[config.mk]
export PLATFORM = sky130hd
export DESIGN_NAME = gsim_result_buf
export DESIGN_NICKNAME = d
export VERILOG_FILES = /design/src/rtl/gsim_pkg.sv /design/src/rtl/gsim_sat16.sv /design/src/rtl/gsim_result_buf.sv
export SDC_FILE = /design/constraint.sdc
export NUM_CORES = 1
export LEC_CHECK = 0
export CORE_MARGIN = 4
export CORE_UTILIZATION = 40
export CTS_CLUSTER_DIAMETER = 60
export DETAILED_ROUTE_END_ITERATION = 10
export PLACE_DENSITY = 0.69
export SETUP_SLACK_MARGIN = 0.3
export SLEW_MARGIN = 0
export SYNTH_ARGS = -nofsm -noshare
export SYNTH_HDL_FRONTEND = slang
export SYNTH_SLANG_ARGS = --single-unit
[constraint.sdc]
create_clock -name clk -period 3.1 [get_ports clk]
set_input_delay 0.62 -clock clk [delete_from_list [all_inputs] [get_ports clk]]
set_output_delay 0.62 -clock clk [all_outputs]
set_load 0.1 [all_outputs]
[src/rtl/gsim_pkg.sv]
// Shared definitions for the solver result buffer: burst size, Q16.16
// fraction width, 16-bit saturation limits and the buffer FSM states.
package gsim_pkg;

    localparam int GSIM_N       = 16;
    localparam int GSIM_FRAC    = 16;
    localparam int GSIM_SAT_MAX = 32767;
    localparam int GSIM_SAT_MIN = -32768;

    typedef enum logic [1:0] {
        IDLE    = 2'd0,
        CAPTURE = 2'd1,
        DRAIN   = 2'd2
    } gsim_state_e;

endpackage

[src/rtl/gsim_sat16.sv]
// Rounds a Q16.16 word to the nearest integer (half rounds toward +inf)
// and clamps it into the signed 16-bit range, sign-extended to 32 bits.
// Only instantiated when GSIM_RBUF_SAT16_EN is defined.
module gsim_sat16
    import gsim_pkg::*;
(
    input  logic [31:0] x_in,
    output logic [31:0] y_out
);

    logic signed [32:0] sum;
    logic signed [32:0] shifted;

    // Add one half in 33 bits so the largest positive input cannot wrap, then
    // drop the fraction and clamp to the 16-bit limits.
    always_comb begin
        sum     = $signed({x_in[31], x_in}) + 33'sd32768;
        shifted = sum >>> GSIM_FRAC;
        if (shifted > $signed(33'(GSIM_SAT_MAX))) begin
            y_out = 32'(GSIM_SAT_MAX);
        end else if (shifted < $signed(33'(GSIM_SAT_MIN))) begin
            y_out = 32'(GSIM_SAT_MIN);
        end else begin
            y_out = shifted[31:0];
        end
    end

endmodule

[src/rtl/gsim_result_buf.sv]
// Result buffer between the solver and a ready/valid consumer. Captures one
// burst of N Q16.16 words, then drains them in order with backpressure.
// A truncated burst or a new word arriving mid-drain sets a sticky err.
// Optional macro GSIM_RBUF_SAT16_EN: present each word as a rounded,
// saturated 16-bit integer instead of the raw Q16.16 value.
module gsim_result_buf
    import gsim_pkg::*;
#(
    parameter int N = GSIM_N
)
(
    input  logic        clk,
    input  logic        reset,
    input  logic        x_valid,
    input  logic [31:0] x_in,
    output logic        o_valid,
    input  logic        o_ready,
    output logic [31:0] o_data,
    output logic [3:0]  o_idx,
    output logic        o_last,
    output logic        busy,
    output logic        err
);

    localparam int             AW       = $clog2(N);
    localparam logic [AW-1:0]  LAST_IDX = AW'(N - 1);

    gsim_state_e   state_q, state_d;
    logic [AW-1:0] wptr_q, wptr_d;
    logic [AW-1:0] rptr_q, rptr_d;
    logic          err_q, err_d;

    logic          wr_en;
    logic [AW-1:0] wr_addr;
    logic [31:0]   buf_q [N];
    logic [31:0]   rd_word;
    logic [31:0]   proc_word;
    logic          draining;

    // Next-state logic: capture sequencing, drain sequencing and error detection.
    always_comb begin
        state_d = state_q;
        wptr_d  = wptr_q;
        rptr_d  = rptr_q;
        err_d   = err_q;
        wr_en   = 1'b0;
        wr_addr = wptr_q;
        case (state_q)
            IDLE: begin
                if (x_valid) begin
                    wr_en   = 1'b1;
                    wr_addr = '0;
                    wptr_d  = AW'(1);
                    state_d = CAPTURE;
                end
            end
            CAPTURE: begin
                if (x_valid) begin
                    wr_en   = 1'b1;
                    wr_addr = wptr_q;
                    if (wptr_q == LAST_IDX) begin
                        wptr_d  = '0;
                        rptr_d  = '0;
                        state_d = DRAIN;
                    end else begin
                        wptr_d = wptr_q + AW'(1);
                    end
                end else begin
                    err_d   = 1'b1;
                    wptr_d  = '0;
                    state_d = IDLE;
                end
            end
            DRAIN: begin
                if (x_valid) begin
                    err_d = 1'b1;
                end
                if (o_ready) begin
                    if (rptr_q == LAST_IDX) begin
                        rptr_d  = '0;
                        state_d = IDLE;
                    end else begin
                        rptr_d = rptr_q + AW'(1);
                    end
                end
            end
            default: begin
                state_d = IDLE;
                wptr_d  = '0;
                rptr_d  = '0;
            end
        endcase
    end

    // Control registers; reset abandons any burst in flight.
    always_ff @(posedge clk) begin
        if (reset) begin
            state_q <= IDLE;
            wptr_q  <= '0;
            rptr_q  <= '0;
            err_q   <= 1'b0;
        end else begin
            state_q <= state_d;
            wptr_q  <= wptr_d;
            rptr_q  <= rptr_d;
            err_q   <= err_d;
        end
    end

    // Word storage; contents are don't-care until written, so no reset.
    always_ff @(posedge clk) begin
        if (wr_en && !reset) begin
            buf_q[wr_addr] <= x_in;
        end
    end

    assign rd_word = buf_q[rptr_q];

`ifdef GSIM_RBUF_SAT16_EN
    gsim_sat16 u_sat16 (
        .x_in  (rd_word),
        .y_out (proc_word)
    );
`else
    assign proc_word = rd_word;
`endif

    // Outputs come straight from state so they read zero whenever idle.
    always_comb begin
        draining = (state_q == DRAIN);
        o_valid  = draining;
        o_data   = draining ? proc_word : '0;
        o_idx    = draining ? 4'(rptr_q) : 4'd0;
        o_last   = draining && (rptr_q == LAST_IDX);
        busy     = (state_q != IDLE);
        err      = err_q;
    end

endmodule

# == After elaboration in Yosys (flattened, before gate mapping) ==
# Memories as Yosys holds them, arrays and structs flattened. A register that Yosys moved wholly into a read port is not among the register bits.
# Cells that the tools add are included.
# word_totals
in_bits,36
n_memories,1
ff_bits,11
output_inout_bits,40
wordCells,60
ram_bits,512
# classes
add_sub_neg,2
reduce_logical,11
muxes,28
bitwise_logic,2
n_eq_ne,12
# mem_list
name,depth,word_bits,read_ports,rd_clocked_by_memory_dff,write_ports,line,source
buf_q,16,32,1,1,1,gsim_result_buf.sv:35,logic [31:0] buf_q [N];
# op_table
operator,count
$mux 4,12
$mux 32,1
$pmux 4 s3,2
$mux 2,5
$ne 2x2->1 const B,5
$add 4x1->4 const B,2
$eq 4x4->1 const B,2
$reduce_and 4->1,2
$mux 1,6
$pmux 2 s3,1
$ne 2x1->1 const B,2
$reduce_bool 2->1,2
$ne 3x3->1 const B,1
$reduce_and 3->1,1
$eq 2x1->1 const B,1
$eq 2x2->1 const B,1
$logic_and 1x1->1,2
$logic_not 2->1,1
$not 1->1,2
$pmux 1 s2,1
$reduce_and 2->1,1
$reduce_or 2->1,1
$logic_not 1->1,1

# == Logic depth before layout (Yosys ltp) ==
# Gate-level depths: netlist of run 1.
# depth
word_depth,6
ltp_mapped,7
ltp_nobuf,5

# == Worst setup path before layout of run 1 ==
# OpenSTA, ideal clock, no wires.
# synth_path
path_kind,reg-to-output
startpoint,register (tool-made name)
endpoint,output port o_data[22]
n_path_buf,3
arrival_time_ns,2.418
setup_slack_ns,0.062
stages_incl_launch_ff,8
path_cell_list,dfxtp_1 buf_4 buf_12 buf_12 mux2i_1 a22oi_1 nand2_1 o21ai_1
# synth_lines
item,line,source
"end, declared",gsim_result_buf.sv:18,"output logic [31:0] o_data,"

==> results.md, run 1 <==
- Final critical-path required period: 2.95 ns
- Die ar.: 55500 um2
- Remaining global-route overflow: 0
- Initial core utilization: 0.404
- First-pass GRT wire length: 73200 um
- Worst-skew pair later-pin latency: 0.60 ns
- Sequential element share of the synthesized area: 0.756
- Critical path startpoint category: register
- Number of unique standard cell types used by synthesis: 40
- Share of the clock period used by the worst path: 0.953
- Crit path max fanout: 6
- Critical path required time: 2.48 ns
- Max_slew headroom: 0.552
- DRT Pass-1 Iters: 5
- Die H: 236 um
- Worst IR drop on VDD: 0.379 mV
- CTS H-tree depth: 2
- Proportion of layout cells with a drive suffix above 1: 0.222
- Final-layout setup total negative slack: 0 ns
- Buffers on Ports: 75
- Overall global routing resource usage: 0.171
- Dpl hpwl: 25300 um
- Placed cell count: 1911
- Cell chosen for the clock root: clkbuf_16
- Switching fraction of total power: 0.197
- Highest clock frequency the design can meet: 339 MHz
- Area growth from synthesis to final layout: 25.9%
- Leakage power total: 7.96 nW
- Via count of the first global-routing pass: 11667
- Hold crit path type: reg2reg
- Max Clock Skew: 0.0212 ns
- CTS tree: done
- Antenna violations before repair: 0
- Total of warnings raised by yosys: 0
- Startpoint-to-endpoint class of the critical path: reg2out
- Result of the run: finished clean
- Setup repair after global routing missed its margin: yes
- Final setup violation count: 0
- Pins Over Slew Limit: 0
- GR Layer Usage met1: 0.219
- Signal arrival time at the worst endpoint: 2.33 ns
- Average footprint of a synthesized cell: 17.7 um2
- Last weighted congestion value of the routability-driven placer: 0.778
- Share of the core filled with cells in the final layout: 0.509
- Power share of the clock group: 0.442
- FF-to-FF Start: state_q[1]
- Initial DRC Count: 1068
- ANT nets after route: 0
- Power per cell area: 555 nW/um2
- Number of sinks driven by the clock tree: 527
- Total of flip-flops plus latches after synthesis: 527
- Post-Place Worst Slack: 0.295 ns
- Mapped cell area: 20700 um2
- Final Power: 14.5 mW
- TritonCTS Buffers: 52
- Max Cap Violations: 0
- DRC violation count after routing: 0
- Number of top-level pins: 76
- Busiest layer in global routing: met2
- Post-route non-filler standard cell count: 2051
- Nets@finish: 1367
- Clock-pin slew reported for the worst setup and hold paths after clock tree synthesis: 0.06 ns
- Total wirelength of the detailed-routed design: 49500 um
- Average routed wire per standard cell: 24.1 um
- Slack of the critical path: 0.146 ns
- Met3 demand-to-capacity share in global routing: 0.0264
- Final hold vios: 0
- Switching power total: 2.86 mW
- Post-CTS Hold Buffers: 0
- Row count: 83
- Count of inserted antenna diode cells: 0
- Transition time of the tightest slew-check pin: 0.669 ns
- Met2 usage in global routing: 0.301
- Via-to-Cell Ratio: 5.52
- Proportion of power drawn by combinational gates: 0.017
- Sequential share of power: 0.542
- Clock tree buffer depth: 3
- Synthesized netlist net count: 1207
- Worst Min Path Start: err
- Via Count: 11315
- Core Area: 51300 um2
- Internal Dissipation: 11.6 mW
- Kind of capture point of the worst setup path: primary output
- Post-synthesis cell count: 1169
- Largest net degree at the start of global routing: 65
- Die X-Extent: 236 um
## flip-flops by register name, indices dropped and copies added, names as in the netlist, named ones only
signal and flops:
buf_q 512, rptr_q 4, wptr_q 4, state_q 2, err 1
## Yosys cell counts
master      n  area share
o32ai_1     1     0.00042
nand4b_1    2     0.00085
buf_8       4      0.0029
buf_1       1     0.00018
nor2_1     26      0.0047
and2_1      6      0.0018
nand2b_1    3     0.00091
nor2b_1     5      0.0015
and3_1      1     0.00030
o21ai_0     4     0.00097
a22oi_1   129       0.047
inv_1       1     0.00018
o21a_1      2     0.00072
a221oi_1    1     0.00042
nor3b_1     1     0.00036
or2_2       1     0.00030
edfxtp_1  512        0.74
a21o_1      2     0.00072
clkbuf_4    1     0.00036
buf_12      8      0.0077
nand3_1    39      0.0094
nor3_1      1     0.00024
dfxtp_1    15       0.014
a21oi_1     5      0.0012
buf_2      18      0.0043
clkbuf_1   17      0.0031
a211oi_1    1     0.00036
nand4_1     4      0.0012
a32oi_1     1     0.00042
buf_4       3      0.0011
o21ai_1    32      0.0077
a41o_1      1     0.00048
nand3b_1    4      0.0014
ha_1        2      0.0012
mux2i_1   256        0.12
clkbuf_2    1     0.00024
nand2_1    42      0.0076
nor2_2      1     0.00030
a21boi_0    1     0.00036
buf_6      14      0.0076
## cell families (layout without fill, tap and decap cells)
kind of cell / count (synthesis) / in the layout / share of synthesized area
multiplexers: 256 / 256 / 0.124
AO/OA/AOI/OAI: 180 / 180 / 0.0605
flip-flops: 527 / 527 / 0.756
AND/OR/NAND/NOR: 136 / 136 / 0.0310
buffers and inverters: 68 / 270 / 0.0277
adder cells (fa/ha/maj): 2 / 2 / 0.00121
## power groups by stage
| stage | Combinational, mW | Clock, mW | Sequential [mW] |
|---|---|---|---|
| final | 0.243 | 6.40 | 7.85 |
| after global routing | 0.262 | 6.80 | 7.85 |
| after CTS | 0.241 | 6.47 | 7.85 |
| after detailed placement | 0.239 | 0 | 8.00 |
| after global placement | 0.230 | 0 | 8.00 |
| after floorplan | 0.0567 | 0 | 8.01 |
## final timing paths
kind / end / slack (ns) / cells past startpoint
max: o_data[5] / 0.15 / 8
min: err / 0.54 / 2
max reg2reg: buf_q[6][19] / 1.08 / 6
min reg2reg: err / 0.54 / 2
## worst max-delay path: stages, from the launching register on
cell	delay, ns
dfxtp_4	0.40
buf_16	0.17
buf_8	0.14
buf_16	0.14
mux2i_1	0.13
a22oi_1	0.24
nand2_2	0.12
o21ai_4	0.20
buf_12	0.20
## cell type report
class / count / area [um2]
clock inverters: 36 / 394
well taps: 680 / 851
fillers: 4085 / 25200
clock buffers: 60 / 1350
flip-flops and latches: 527 / 15700
inverters: 1 / 3.75
multi-input cells: 574 / 5000
repair buffers: 173 / 2830
## placed cells by master (no fill, tap or decap), types with 5 or more instances in the layout
master,n
buf_12,60
buf_4,36
nor2_1,9
edfxtp_1,512
o21ai_4,13
nor2_4,18
a22oi_2,11
and2_1,5
o21ai_2,19
bufinv_16,7
clkbuf_16,59
clkbuf_1,7
mux2i_2,6
clkinv_2,12
buf_16,25
a21oi_1,5
nand2_1,37
nand3_1,35
dfxtp_1,11
a22oi_1,118
mux2i_1,247
buf_8,6
nand2_2,5
clkdlybuf4s50_1,35
clkinv_1,10
## routing by layer
metal | part of all wire | vias up
met2 | 0.52 | 435
li1 | - | 5014
met5 | 0 | -
met3 | 0.052 | 88
met4 | 0.025 | 0
met1 | 0.41 | 5778
## metrics by stage
step / area [um2] / hold slack [ns]
floorplan: 20900 / 0.492
global placement: 23100 / 0.513
detailed placement: 23100 / 0.511
CTS: 25800 / 0.529
global route: 26100 / 0.582
finish: 26100 / 0.538
## repair_timing
action	in CTS	in global routing
pin swaps	64	57
gates cloned	20	6
setup endpoints to repair	32	32
resized for setup	61	30
buffers inserted	15	3
Note: power is estimated with default switching activity, not from simulation.
==> run 2, diff against run 1 <==
--- a/config.mk
+++ b/config.mk
@@ -5,13 +5,14 @@
 export SDC_FILE = /design/constraint.sdc
 export NUM_CORES = 1
 export LEC_CHECK = 0
+export ABC_AREA = 1
 export CORE_MARGIN = 4
 export CORE_UTILIZATION = 40
 export CTS_CLUSTER_DIAMETER = 60
 export DETAILED_ROUTE_END_ITERATION = 10
 export PLACE_DENSITY = 0.69
 export SETUP_SLACK_MARGIN = 0.3
-export SLEW_MARGIN = 0
+export SLEW_MARGIN = 20
 export SYNTH_ARGS = -nofsm -noshare
 export SYNTH_HDL_FRONTEND = slang
 export SYNTH_SLANG_ARGS = --single-unit
==> results.md, run 2 <==
- Number of top-level pins: 76 (unchanged)
- Row count: 86 (was 83)
- Die H: 245 um (was 236 um)
- Worst IR drop on VDD: 0.464 mV (was 0.379 mV)
- Antenna violations before repair: 0 (unchanged)
- Slack of the critical path: 0.109 ns (was 0.146 ns)
- Max_slew headroom: 0.399 (was 0.552)
- Clock-pin slew reported for the worst setup and hold paths after clock tree synthesis: 0.06 ns (about the same)
- Power per cell area: 532 nW/um2 (was 555 nW/um2)
- Top Registers: buf_q x512, rptr_q x4, wptr_q x4 (unchanged)
- Setup repair after global routing missed its margin: yes (unchanged)
- Crit path max fanout: 7 (was 6)
- Startpoint-to-endpoint class of the critical path: reg2out (unchanged)
- Final critical-path required period: 2.99 ns (was 2.95 ns)
- Count of inserted antenna diode cells: 0 (unchanged)
- Proportion of layout cells with a drive suffix above 1: 0.171 (was 0.222)
- Final Power: 15.0 mW (was 14.5 mW)
- Largest net degree at the start of global routing: 65 (unchanged)
- Final-layout setup total negative slack: 0 ns (unchanged)
- Die X-Extent: 245 um (was 236 um)
- Leakage power total: 11.2 nW (was 7.96 nW)
- Transition time of the tightest slew-check pin: 0.902 ns (was 0.669 ns)
- Sequential element share of the synthesized area: 0.697 (was 0.756)
- Remaining global-route overflow: 0 (unchanged)
- Flip-flop count of the largest register, all copies and words added: 512 (unchanged)
- Number of sinks driven by the clock tree: 527 (unchanged)
- Share of flip-flops with an asynchronous set or reset: 0 (unchanged)
- Max Clock Skew: 0.0166 ns (was 0.0212 ns)
- Number of unique standard cell types used by synthesis: 24 (was 40)
- Total wirelength of the detailed-routed design: 61700 um (was 49500 um)
- Clock tree buffer depth: 3 (unchanged)
- Count of flip-flops with a built-in enable after synthesis: 512 (unchanged)
- Nets@finish: 2285 (was 1367)
- Share of the core filled with cells in the final layout: 0.509 (about the same)
- CTS H-tree depth: 2 (unchanged)
- First-pass GRT wire length: 90700 um (was 73200 um)
- Final hold vios: 0 (unchanged)
- Average routed wire per standard cell: 20.3 um (was 24.1 um)
- Initial core utilization: 0.406 (was 0.404)
- Most frequent cell after synthesis: nand2_1 (was edfxtp_1)
- Core Area: 55400 um2 (was 51300 um2)
- Library cell with the largest summed area after synthesis: edfxtp_1 (unchanged)
- Final setup violation count: 0 (unchanged)
- Mapped cell area: 22500 um2 (was 20700 um2)
- Share of the clock period used by the worst path: 0.965 (was 0.953)
- Via-to-Cell Ratio: 5.20 (was 5.52)
- Max Cap Violations: 0 (unchanged)
- Area growth from synthesis to final layout: 25.4% (was 25.9%)
- Dpl hpwl: 31300 um (was 25300 um)
- TritonCTS Buffers: 54 (was 52)
- Commonest cells after routing, fill and taps aside: nand2_1 (759), edfxtp_1 (512), inv_1 (277), nand3_1 (238), nand3_2 (83) (was edfxtp_1 (512), mux2i_1 (247), a22oi_1 (118), buf_12 (60), clkbuf_16 (59))
- Result of the run: finished clean (unchanged)
- Final instance area: 28200 um2 (was 26100 um2)
- CTS tree: done (unchanged)
- Total of flip-flops plus latches after synthesis: 527 (unchanged)
- Via count of the first global-routing pass: 15547 (was 11667)
- Flip-flop cell with the highest count after synthesis: edfxtp_1 (unchanged)
- Portion of synthesized cell area occupied by the leading cell type: 0.684 (was 0.742)
- Total of warnings raised by yosys: 0 (unchanged)
- Post-route non-filler standard cell count: 3036 (was 2051)
- Placed cell count: 2901 (was 1911)
- Critical path required time: 2.48 ns (about the same)
- Signal arrival time at the worst endpoint: 2.37 ns (was 2.33 ns)
- Buffers on Ports: 75 (unchanged)
- Die ar.: 60100 um2 (was 55500 um2)
- Main area contributors after synthesis: edfxtp_1 (68%), nand2_1 (13%), nand3_1 (7.3%), inv_1 (4.7%), dfxtp_1 (1.3%) (was edfxtp_1 (74%), mux2i_1 (12%), a22oi_1 (4.7%), dfxtp_1 (1.4%), nand3_1 (0.94%))
- Instance area at placement: 24700 um2 (was 23100 um2)
- DRT Pass-1 Iters: 7 (was 5)
- Cell chosen for the clock root: clkbuf_16 (unchanged)
- Synthesized netlist net count: 2170 (was 1207)
- Via Count: 15795 (was 11315)
- Post-Place Worst Slack: 0.309 ns (was 0.295 ns)
- Kind of capture point of the worst setup path: primary output (unchanged)
- Worst hold slack: 0.529 ns (was 0.538 ns)
- Most flops, register: buf_q (unchanged)
- Highest clock frequency the design can meet: 334 MHz (was 339 MHz)
- Worst-skew pair later-pin latency: 0.62 ns (was 0.60 ns)
- Critical path startpoint category: register (unchanged)
- DRC violation count after routing: 0 (unchanged)
- Average footprint of a synthesized cell: 10.5 um2 (was 17.7 um2)
- Initial DRC Count: 1482 (was 1068)
- ANT nets after route: 0 (unchanged)
- Last weighted congestion value of the routability-driven placer: 0.795 (was 0.778)
- Hold crit path type: reg2reg (unchanged)
- Overall global routing resource usage: 0.196 (was 0.171)
- Most common cell after layout, fill and taps aside: nand2_1 (was edfxtp_1)
- Pins Over Slew Limit: 0 (unchanged)
- Post-synthesis cell count: 2132 (was 1169)
- Leading post-synthesis cells by instance count: nand2_1 (794), edfxtp_1 (512), nand3_1 (329), inv_1 (279), buf_2 (51) (was edfxtp_1 (512), mux2i_1 (256), a22oi_1 (129), nand2_1 (42), nand3_1 (39))
## run 2: metal layers
| metal | global-route usage | share of wire |
|---|---|---|
| met3 | 0.0303 | 0.075 |
| met4 | 0.0738 | 0.032 |
| met5 | 0 | 0 |
| met2 | 0.337 | 0.50 |
| met1 | 0.250 | 0.39 |
## run 2: cells by family (layout without fill, tap and decap cells)
group,Yosys count,count (layout),share of synthesized area
compound gates,47,47,0.0107
xor+xnor,2,2,0.000779
fa+ha+maj,2,2,0.00111
buf+inv,391,547,0.0771
flops,527,527,0.697
simple gates,1163,1163,0.213
## run 2: timing repair
| action | 4_1_cts | 5_1_grt |
|---|---|---|
| hold buffers | 0 | 0 |
| buffers inserted | 6 | 1 |
| cloned | 19 | 12 |
| pin swaps | 55 | 64 |
| gates resized for setup | 106 | 111 |
| setup endpoints to repair | 32 | 32 |
## run 2: layout make-up
class                   count  area (um2)
clock buffers              70        1430
clock inverters            27         219
fillers                  4612       27200
inverters                 281        1080
multi-input cells        1214        6120
flip-flops and latches    527       15700
well taps                 748         936
repair buffers            164        2640
repair inverters            5        85.1
## run 2: worst paths after layout
kind                   start           end  slack, ns  depth (start not counted)
setup reg to reg  state_q[0]  buf_q[3][11]       0.96                          8
setup / recovery    register    o_data[13]       0.11                          9
hold / removal     wptr_q[3]     wptr_q[3]       0.53                          2
hold reg to reg    wptr_q[3]     wptr_q[3]       0.53                          2
## run 2: critical path, cell delays in order, from the launching register on
cell and delay (ns):
dfxtp_4 0.38, buf_12 0.17, buf_12 0.17, buf_16 0.15, nand2_2 0.07, nand3_1 0.09, nand3_2 0.09, nand3_2 0.11
a21oi_4 0.29, buf_12 0.21
## run 2: report_power, final
| part | internal [mW] | total (mW) | switching (mW) | leakage, nW |
|---|---|---|---|---|
| Clock | 3.44 | 6.15 | 2.71 | 0.801 |
| Sequential | 7.86 | 7.88 | 0.0209 | 4.74 |
| Combinational | 0.290 | 0.970 | 0.680 | 5.66 |
| Total | 11.6 | 15.0 | 3.41 | 11.2 |
